--- config.mk ---
export PLATFORM = sky130hd
export DESIGN_NAME = gate_arbiter_flat
export DESIGN_NICKNAME = d
export VERILOG_FILES = /design/src/rtl/gate_arb_pkg.sv /design/src/rtl/gate_arbiter_if.sv /design/src/rtl/gate_lane_alu.sv /design/src/rtl/gate_arbiter.sv /design/src/flat_wrapper.sv
export SDC_FILE = /design/constraint.sdc
export NUM_CORES = 1
export LEC_CHECK = 0
export ABC_AREA = 1
export CAP_MARGIN = 20
export CORE_ASPECT_RATIO = 1.4
export CORE_MARGIN = 2
export CORE_UTILIZATION = 41
export DETAILED_ROUTE_END_ITERATION = 7
export GPL_ROUTABILITY_DRIVEN = 1
export PLACE_DENSITY_LB_ADDON = 0.05
export SETUP_SLACK_MARGIN = 0.15
export SLEW_MARGIN = 20
export SYNTH_ARGS = -nofsm -noshare
export SYNTH_HDL_FRONTEND = slang
export SYNTH_HIERARCHICAL = 1
export SYNTH_SLANG_ARGS = --single-unit
--- constraint.sdc ---
create_clock -name clk -period 1.6 [get_ports clk]
set_input_delay 0.32 -clock clk [delete_from_list [all_inputs] [get_ports clk]]
set_output_delay 0.32 -clock clk [all_outputs]
set_load 0.005 [all_outputs]
--- src/rtl/gate_arb_pkg.sv ---
// Shared types and constants for the gate arbiter.
//   op_t    : 3-bit bitwise opcode
//   state_t : arbiter FSM state
//   CNT_W   : width of the optional per-requester grant counters
package gate_arb_pkg;

  localparam int unsigned OP_W  = 3;
  localparam int unsigned REQ_N = 2;
  localparam int unsigned CNT_W = 8;

  typedef enum logic [OP_W-1:0] {
    OP_NOTA = 3'd0,
    OP_NOTB = 3'd1,
    OP_OR   = 3'd2,
    OP_AND  = 3'd3,
    OP_XOR  = 3'd4,
    OP_NOR  = 3'd5,
    OP_NAND = 3'd6,
    OP_XNOR = 3'd7
  } op_t;

  typedef enum logic {
    S_IDLE = 1'b0,
    S_RESP = 1'b1
  } state_t;

endpackage

--- src/rtl/gate_arbiter_if.sv ---
// Request/result bundle between two requesters, a result consumer and the arbiter.
//   req[1:0], op0/op1, a0/b0/a1/b1 : requester side
//   gnt[1:0]                       : combinational one-hot grant
//   res, res_valid, res_id         : registered result
//   res_ready                      : consumer acceptance
// master = requesters/consumer, slave = arbiter.
interface gate_arbiter_if
  import gate_arb_pkg::*;
#(
  parameter int unsigned WIDTH = 4
);

  logic [REQ_N-1:0] req;
  logic [OP_W-1:0]  op0;
  logic [OP_W-1:0]  op1;
  logic [WIDTH-1:0] a0;
  logic [WIDTH-1:0] b0;
  logic [WIDTH-1:0] a1;
  logic [WIDTH-1:0] b1;
  logic [REQ_N-1:0] gnt;
  logic [WIDTH-1:0] res;
  logic             res_valid;
  logic             res_id;
  logic             res_ready;

  modport master (
    output req, op0, op1, a0, b0, a1, b1, res_ready,
    input  gnt, res, res_valid, res_id
  );

  modport slave (
    input  req, op0, op1, a0, b0, a1, b1, res_ready,
    output gnt, res, res_valid, res_id
  );

endinterface

--- src/rtl/gate_lane_alu.sv ---
// Combinational bitwise gate evaluation of one operand pair.
//   op : opcode, a/b : operands, y : WIDTH-bit result (no extension)
module gate_lane_alu
  import gate_arb_pkg::*;
#(
  parameter int unsigned WIDTH = 4
) (
  input  op_t              op,
  input  logic [WIDTH-1:0] a,
  input  logic [WIDTH-1:0] b,
  output logic [WIDTH-1:0] y
);

  always_comb begin
    y = '0;
    case (op)
      OP_NOTA: y = ~a;
      OP_NOTB: y = ~b;
      OP_OR:   y = a | b;
      OP_AND:  y = a & b;
      OP_XOR:  y = a ^ b;
      OP_NOR:  y = ~(a | b);
      OP_NAND: y = ~(a & b);
      OP_XNOR: y = ~(a ^ b);
      default: y = '0;
    endcase
  end

endmodule

--- src/rtl/gate_arbiter.sv ---
// Two-requester round-robin arbiter feeding a shared bitwise gate unit.
//   clk, rst : clock, synchronous active-high reset
//   bus      : gate_arbiter_if slave (req/op/operands in, gnt/res/res_valid/res_id out,
//              res_ready in)
//   gnt_cnt0/gnt_cnt1 : saturating grant counters, present only with GATE_ARB_STATS_EN
module gate_arbiter
  import gate_arb_pkg::*;
#(
  parameter int unsigned WIDTH = 4
) (
  input  logic               clk,
  input  logic               rst,
  gate_arbiter_if.slave      bus
`ifdef GATE_ARB_STATS_EN
  ,
  output logic [CNT_W-1:0]   gnt_cnt0,
  output logic [CNT_W-1:0]   gnt_cnt1
`endif
);

  state_t           state;
  logic             last_win;
  logic             win_id;
  logic [OP_W-1:0]  op_sel;
  logic [WIDTH-1:0] a_sel;
  logic [WIDTH-1:0] b_sel;
  logic [WIDTH-1:0] alu_y;

  // Grant decode: only in IDLE and out of reset; contention goes to the
  // requester that did not win last.
  always_comb begin
    bus.gnt = '0;
    if (!rst && state == S_IDLE) begin
      case (bus.req)
        2'b01:   bus.gnt = 2'b01;
        2'b10:   bus.gnt = 2'b10;
        2'b11:   bus.gnt = last_win ? 2'b01 : 2'b10;
        default: bus.gnt = '0;
      endcase
    end
  end

  assign win_id = bus.gnt[1];

  // Operand mux ahead of the single shared ALU.
  always_comb begin
    op_sel = bus.op0;
    a_sel  = bus.a0;
    b_sel  = bus.b0;
    if (win_id) begin
      op_sel = bus.op1;
      a_sel  = bus.a1;
      b_sel  = bus.b1;
    end
  end

  gate_lane_alu #(.WIDTH(WIDTH)) u_alu (
    .op (op_t'(op_sel)),
    .a  (a_sel),
    .b  (b_sel),
    .y  (alu_y)
  );

  // Arbiter FSM with registered result.
  always_ff @(posedge clk) begin
    if (rst) begin
      state         <= S_IDLE;
      bus.res       <= '0;
      bus.res_valid <= 1'b0;
      bus.res_id    <= 1'b0;
      last_win      <= 1'b1;
    end else begin
      case (state)
        S_IDLE: begin
          if (|bus.gnt) begin
            bus.res       <= alu_y;
            bus.res_id    <= win_id;
            bus.res_valid <= 1'b1;
            last_win      <= win_id;
            state         <= S_RESP;
          end
        end
        S_RESP: begin
          if (bus.res_ready) begin
            bus.res_valid <= 1'b0;
            state         <= S_IDLE;
          end
        end
        default: state <= S_IDLE;
      endcase
    end
  end

`ifdef GATE_ARB_STATS_EN
  localparam logic [CNT_W-1:0] CNT_MAX = '1;

  // Saturating per-requester grant counters.
  always_ff @(posedge clk) begin
    if (rst) begin
      gnt_cnt0 <= '0;
      gnt_cnt1 <= '0;
    end else begin
      if (bus.gnt[0] && gnt_cnt0 != CNT_MAX) gnt_cnt0 <= gnt_cnt0 + CNT_W'(1);
      if (bus.gnt[1] && gnt_cnt1 != CNT_MAX) gnt_cnt1 <= gnt_cnt1 + CNT_W'(1);
    end
  end
`endif

endmodule

--- src/flat_wrapper.sv ---
// flat-port wrapper written by rule: the top's interface ports become plain ports
module gate_arbiter_flat import gate_arb_pkg::*;
#(
  parameter int unsigned WIDTH = 4
)
  (clk, rst, bus_req, bus_op0, bus_op1, bus_a0, bus_b0, bus_a1, bus_b1, bus_res_ready, bus_gnt, bus_res, bus_res_valid, bus_res_id);
  gate_arbiter_if #(.WIDTH(WIDTH)) bus_i ();
  input  logic clk;
  input  logic rst;
  input wire logic [$bits(bus_i.req)-1:0] bus_req;
  input wire logic [$bits(bus_i.op0)-1:0] bus_op0;
  input wire logic [$bits(bus_i.op1)-1:0] bus_op1;
  input wire logic [$bits(bus_i.a0)-1:0] bus_a0;
  input wire logic [$bits(bus_i.b0)-1:0] bus_b0;
  input wire logic [$bits(bus_i.a1)-1:0] bus_a1;
  input wire logic [$bits(bus_i.b1)-1:0] bus_b1;
  input wire logic [$bits(bus_i.res_ready)-1:0] bus_res_ready;
  output wire logic [$bits(bus_i.gnt)-1:0] bus_gnt;
  output wire logic [$bits(bus_i.res)-1:0] bus_res;
  output wire logic [$bits(bus_i.res_valid)-1:0] bus_res_valid;
  output wire logic [$bits(bus_i.res_id)-1:0] bus_res_id;
  assign bus_i.req = bus_req;
  assign bus_i.op0 = bus_op0;
  assign bus_i.op1 = bus_op1;
  assign bus_i.a0 = bus_a0;
  assign bus_i.b0 = bus_b0;
  assign bus_i.a1 = bus_a1;
  assign bus_i.b1 = bus_b1;
  assign bus_i.res_ready = bus_res_ready;
  assign bus_gnt = bus_i.gnt;
  assign bus_res = bus_i.res;
  assign bus_res_valid = bus_i.res_valid;
  assign bus_res_id = bus_i.res_id;
  gate_arbiter #(.WIDTH(WIDTH)) u_core (.clk(clk), .rst(rst), .bus(bus_i));
endmodule
==> flow_metrics.py <==
metrics = {
    "global_route": {
        "grt_overflow": 0,
        "antenna_found_initial": 0,
        "grt_pass1_wl_um": 5640,
        "grt_usage_pct": 25.4,
        "grt_start_max_net_pins": 12,
        "grt_pass1_vias": 1375,
    },
    "floorplanning": {
        "die_w_um": 46.6,
        "coreArea_sq_um": 2420,
        "initial_core_util_pct": 43.2,
        "dieArea_sq_um": 2970,
        "die_h_um": 63.7,
        "io_pins": 35,
        "rows": 21,
    },
    "clock_network": {
        "clk_latency_ps": 250,
        "cts.sinks": 8,
        "cts_made_buffers": 3,
        "root_buffer": "clkbuf_4",
        "clk_pin_slew_ps": 50,
        "cts_tree": "yes",
        "h-tree-depth": 1,
        "clk_path_buf_depth": 2,
    },
    "synthesis": {
        "syn_nets": 215,
        "ys_seq_area_share_pct": 15.3,
        "synth-seq-cells": 8,
        "yosys_warnings": 6,
        "synth_area_leader_cell": "nand2_1",
        "yosys.area.top_type_share_pct": 23.0,
        "synthCells": 180,
        "syn_avg_cell_area_sq_um": 5.80,
        "netlist_area_sq_um": 1040,
        "yosysUniqueCellTypes": 17,
        "synth_area_leaders": "nand2_1, dfxtp_1, inv_1, ha_1, nand3_1",
    },
    "setup_path": {
        "arrival_ps": 1920,
        "crit_chain": "nor2_4, nand3_4, buf_6, nand2_2, nand2_2, buf_4, ha_4, nand4_1, nand2_1, nor2_1, nand3_1, nor2_1, nor2_1",
        "critPathKind": "reg -> reg",
        "cp_slowest_cell": "dfxtp_2",
        "cp-start-kind": "register",
        "slowest_delay_ps": 330,
        "cp-end-kind": "register",
        "required_ps": 1740,
        "crit_fanout": 6,
        "crit_top_cell": "nor2_1",
    },
    "timing": {
        "fin_ws_ps": -179,
        "fin_crit_sh_pct": 111,
        "finalMaxSlewViolations": 0,
        "hold_viol_final": 0,
        "max_clock_freq_mhz": 562,
        "max_slew.worst_pin.slew_ps": 448,
        "fin_tns_setup_ps": -652,
        "period_needed_ps": 1780,
        "max_slew_margin_pct": 70.2,
        "setup_violations": 4,
        "rsz0062_at_grt": "true",
        "fin_worst_skew_ps": 1.93,
    },
    "outcome": {
        "violations": "negative setup slack",
        "outcome": "finished with violations",
    },
    "routing": {
        "vias": 1320,
        "drc": 0,
        "routed_wl_um": 3300,
        "drt-wirelength-per-cell_um": 12.0,
        "drt-vias-per-instance": 4.80,
        "first_pass_iters": 4,
        "drtIter0Drc": 28,
        "drt.antenna.violating_nets": 0,
    },
    "finish": {
        "layout_common_cells": "nand2_1, clkdlybuf4s50_1, buf_4",
        "drive_above_1_share_pct": 40.2,
        "nets": 278,
        "final_common_cell": "nand2_1",
        "syn2layout_area_growth_pct": 80.6,
        "final_cell_area_sq_um": 1880,
        "diodes": 0,
        "post-route-util_pct": 78.0,
    },
    "power_and_ir_drop": {
        "ir_drop_mv": 0.253,
        "power.density_nw_per_um2": 509,
        "finalPower_mw": 0.959,
        "p_leak_nw": 0.958,
    },
    "placed_design": {
        "dpl_cell_area_sq_um": 1540,
        "hpwl_um": 2270,
        "gp_congestion": 0.896,
        "io_buffer_count": 34,
    },
    "job": {
        "drv_cap": 0,
    },
    "hold_path": {
        "hold_path_class": "reg -> reg",
    },
}
-- synth_stat cells --
master,instances
nand2_1,64
inv_1,28
nor2_1,21
nand3_1,19
nand4_1,12
dfxtp_1,8
ha_1,8
buf_6,7
inv_2,3
nand3_4,2
nor2_2,2
a21oi_1,1
buf_2,1
nor2_4,1
nor3_4,1
o21ai_0,1
o21ai_2,1
-- logic make-up after synthesis --
kind of cell,after synthesis,synth area share [%]
AO/OA/AOI/OAI,3,1.80
adder cells (fa/ha/maj),8,9.59
buffers and inverters,39,19.2
flip-flops,8,15.3
AND/OR/NAND/NOR,122,54.1
-- state kept, by name, indices dropped and copies added, names as in the netlist --
name	cells
u_core/last_win	1
u_core/bus.res_valid	1
u_core/bus.res	4
u_core/state	1
u_core/bus.res_id	1
-- critical path, delay by kind of cell (launching register included) --
kind | cells | cell delay (ps)
adder cells (fa/ha/maj) | 1 | 160
buffers and inverters | 2 | 320
flip-flops | 1 | 330
AND/OR/NAND/NOR | 10 | 850
-- layout make-up --
type	instances	area, sq um
multi-input cells	133	896
well taps	34	42.5
clock buffers	3	22.5
repair buffers	65	633
repair inverters	1	6.26
inverters	31	121
fillers	211	533
flip-flops and latches	8	163
-- worst paths after layout --
check                     from           endpoint  slack, ps  depth (start not counted)
max               u_core/state  u_core/bus.res[2]       -180                         13
min          u_core/bus.res_id  u_core/bus.res_id        460                          2
max reg2reg       u_core/state  u_core/bus.res[2]       -180                         13
min reg2reg  u_core/bus.res_id  u_core/bus.res_id        460                          2
-- layer usage --
| layer | vias to the layer above | GRT usage (%) | share of wire (%) |
|---|---|---|---|
| met5 | - | 0 | 0 |
| met4 | 0 | 10.1 | 1.9 |
| met3 | 6 | 1.72 | 3.5 |
| li1 | 686 | - | - |
| met2 | 33 | 50.5 | 59 |
| met1 | 595 | 24.2 | 36 |
-- through the flow --
step	setup WS, ps	cells	hold slack, ps
after floorplan	-100	180	382
after global placement	-697	265	461
after CTS	-159	274	471
after global routing	-320	275	487
after detailed placement	-740	265	465
final	-179	275	465
-- power breakdown --
| group | internal (mW) | leakage (nW) | total, mW | switching (mW) |
|---|---|---|---|---|
| clock | 0.0855 | 0.0138 | 0.149 | 0.0634 |
| sequential | 0.220 | 0.0663 | 0.229 | 0.00990 |
| combinational | 0.300 | 0.878 | 0.581 | 0.280 |
-- repair_timing --
item                                    4_1_cts  5_1_grt
endpoints found under the setup margin        6        7
hold buffers                                  0        0
gates cloned                                  3        0
pin swaps                                    30       10
setup buffers                                 3        1
resized for setup                            73        8
Power figures use the tool's default switching activity.
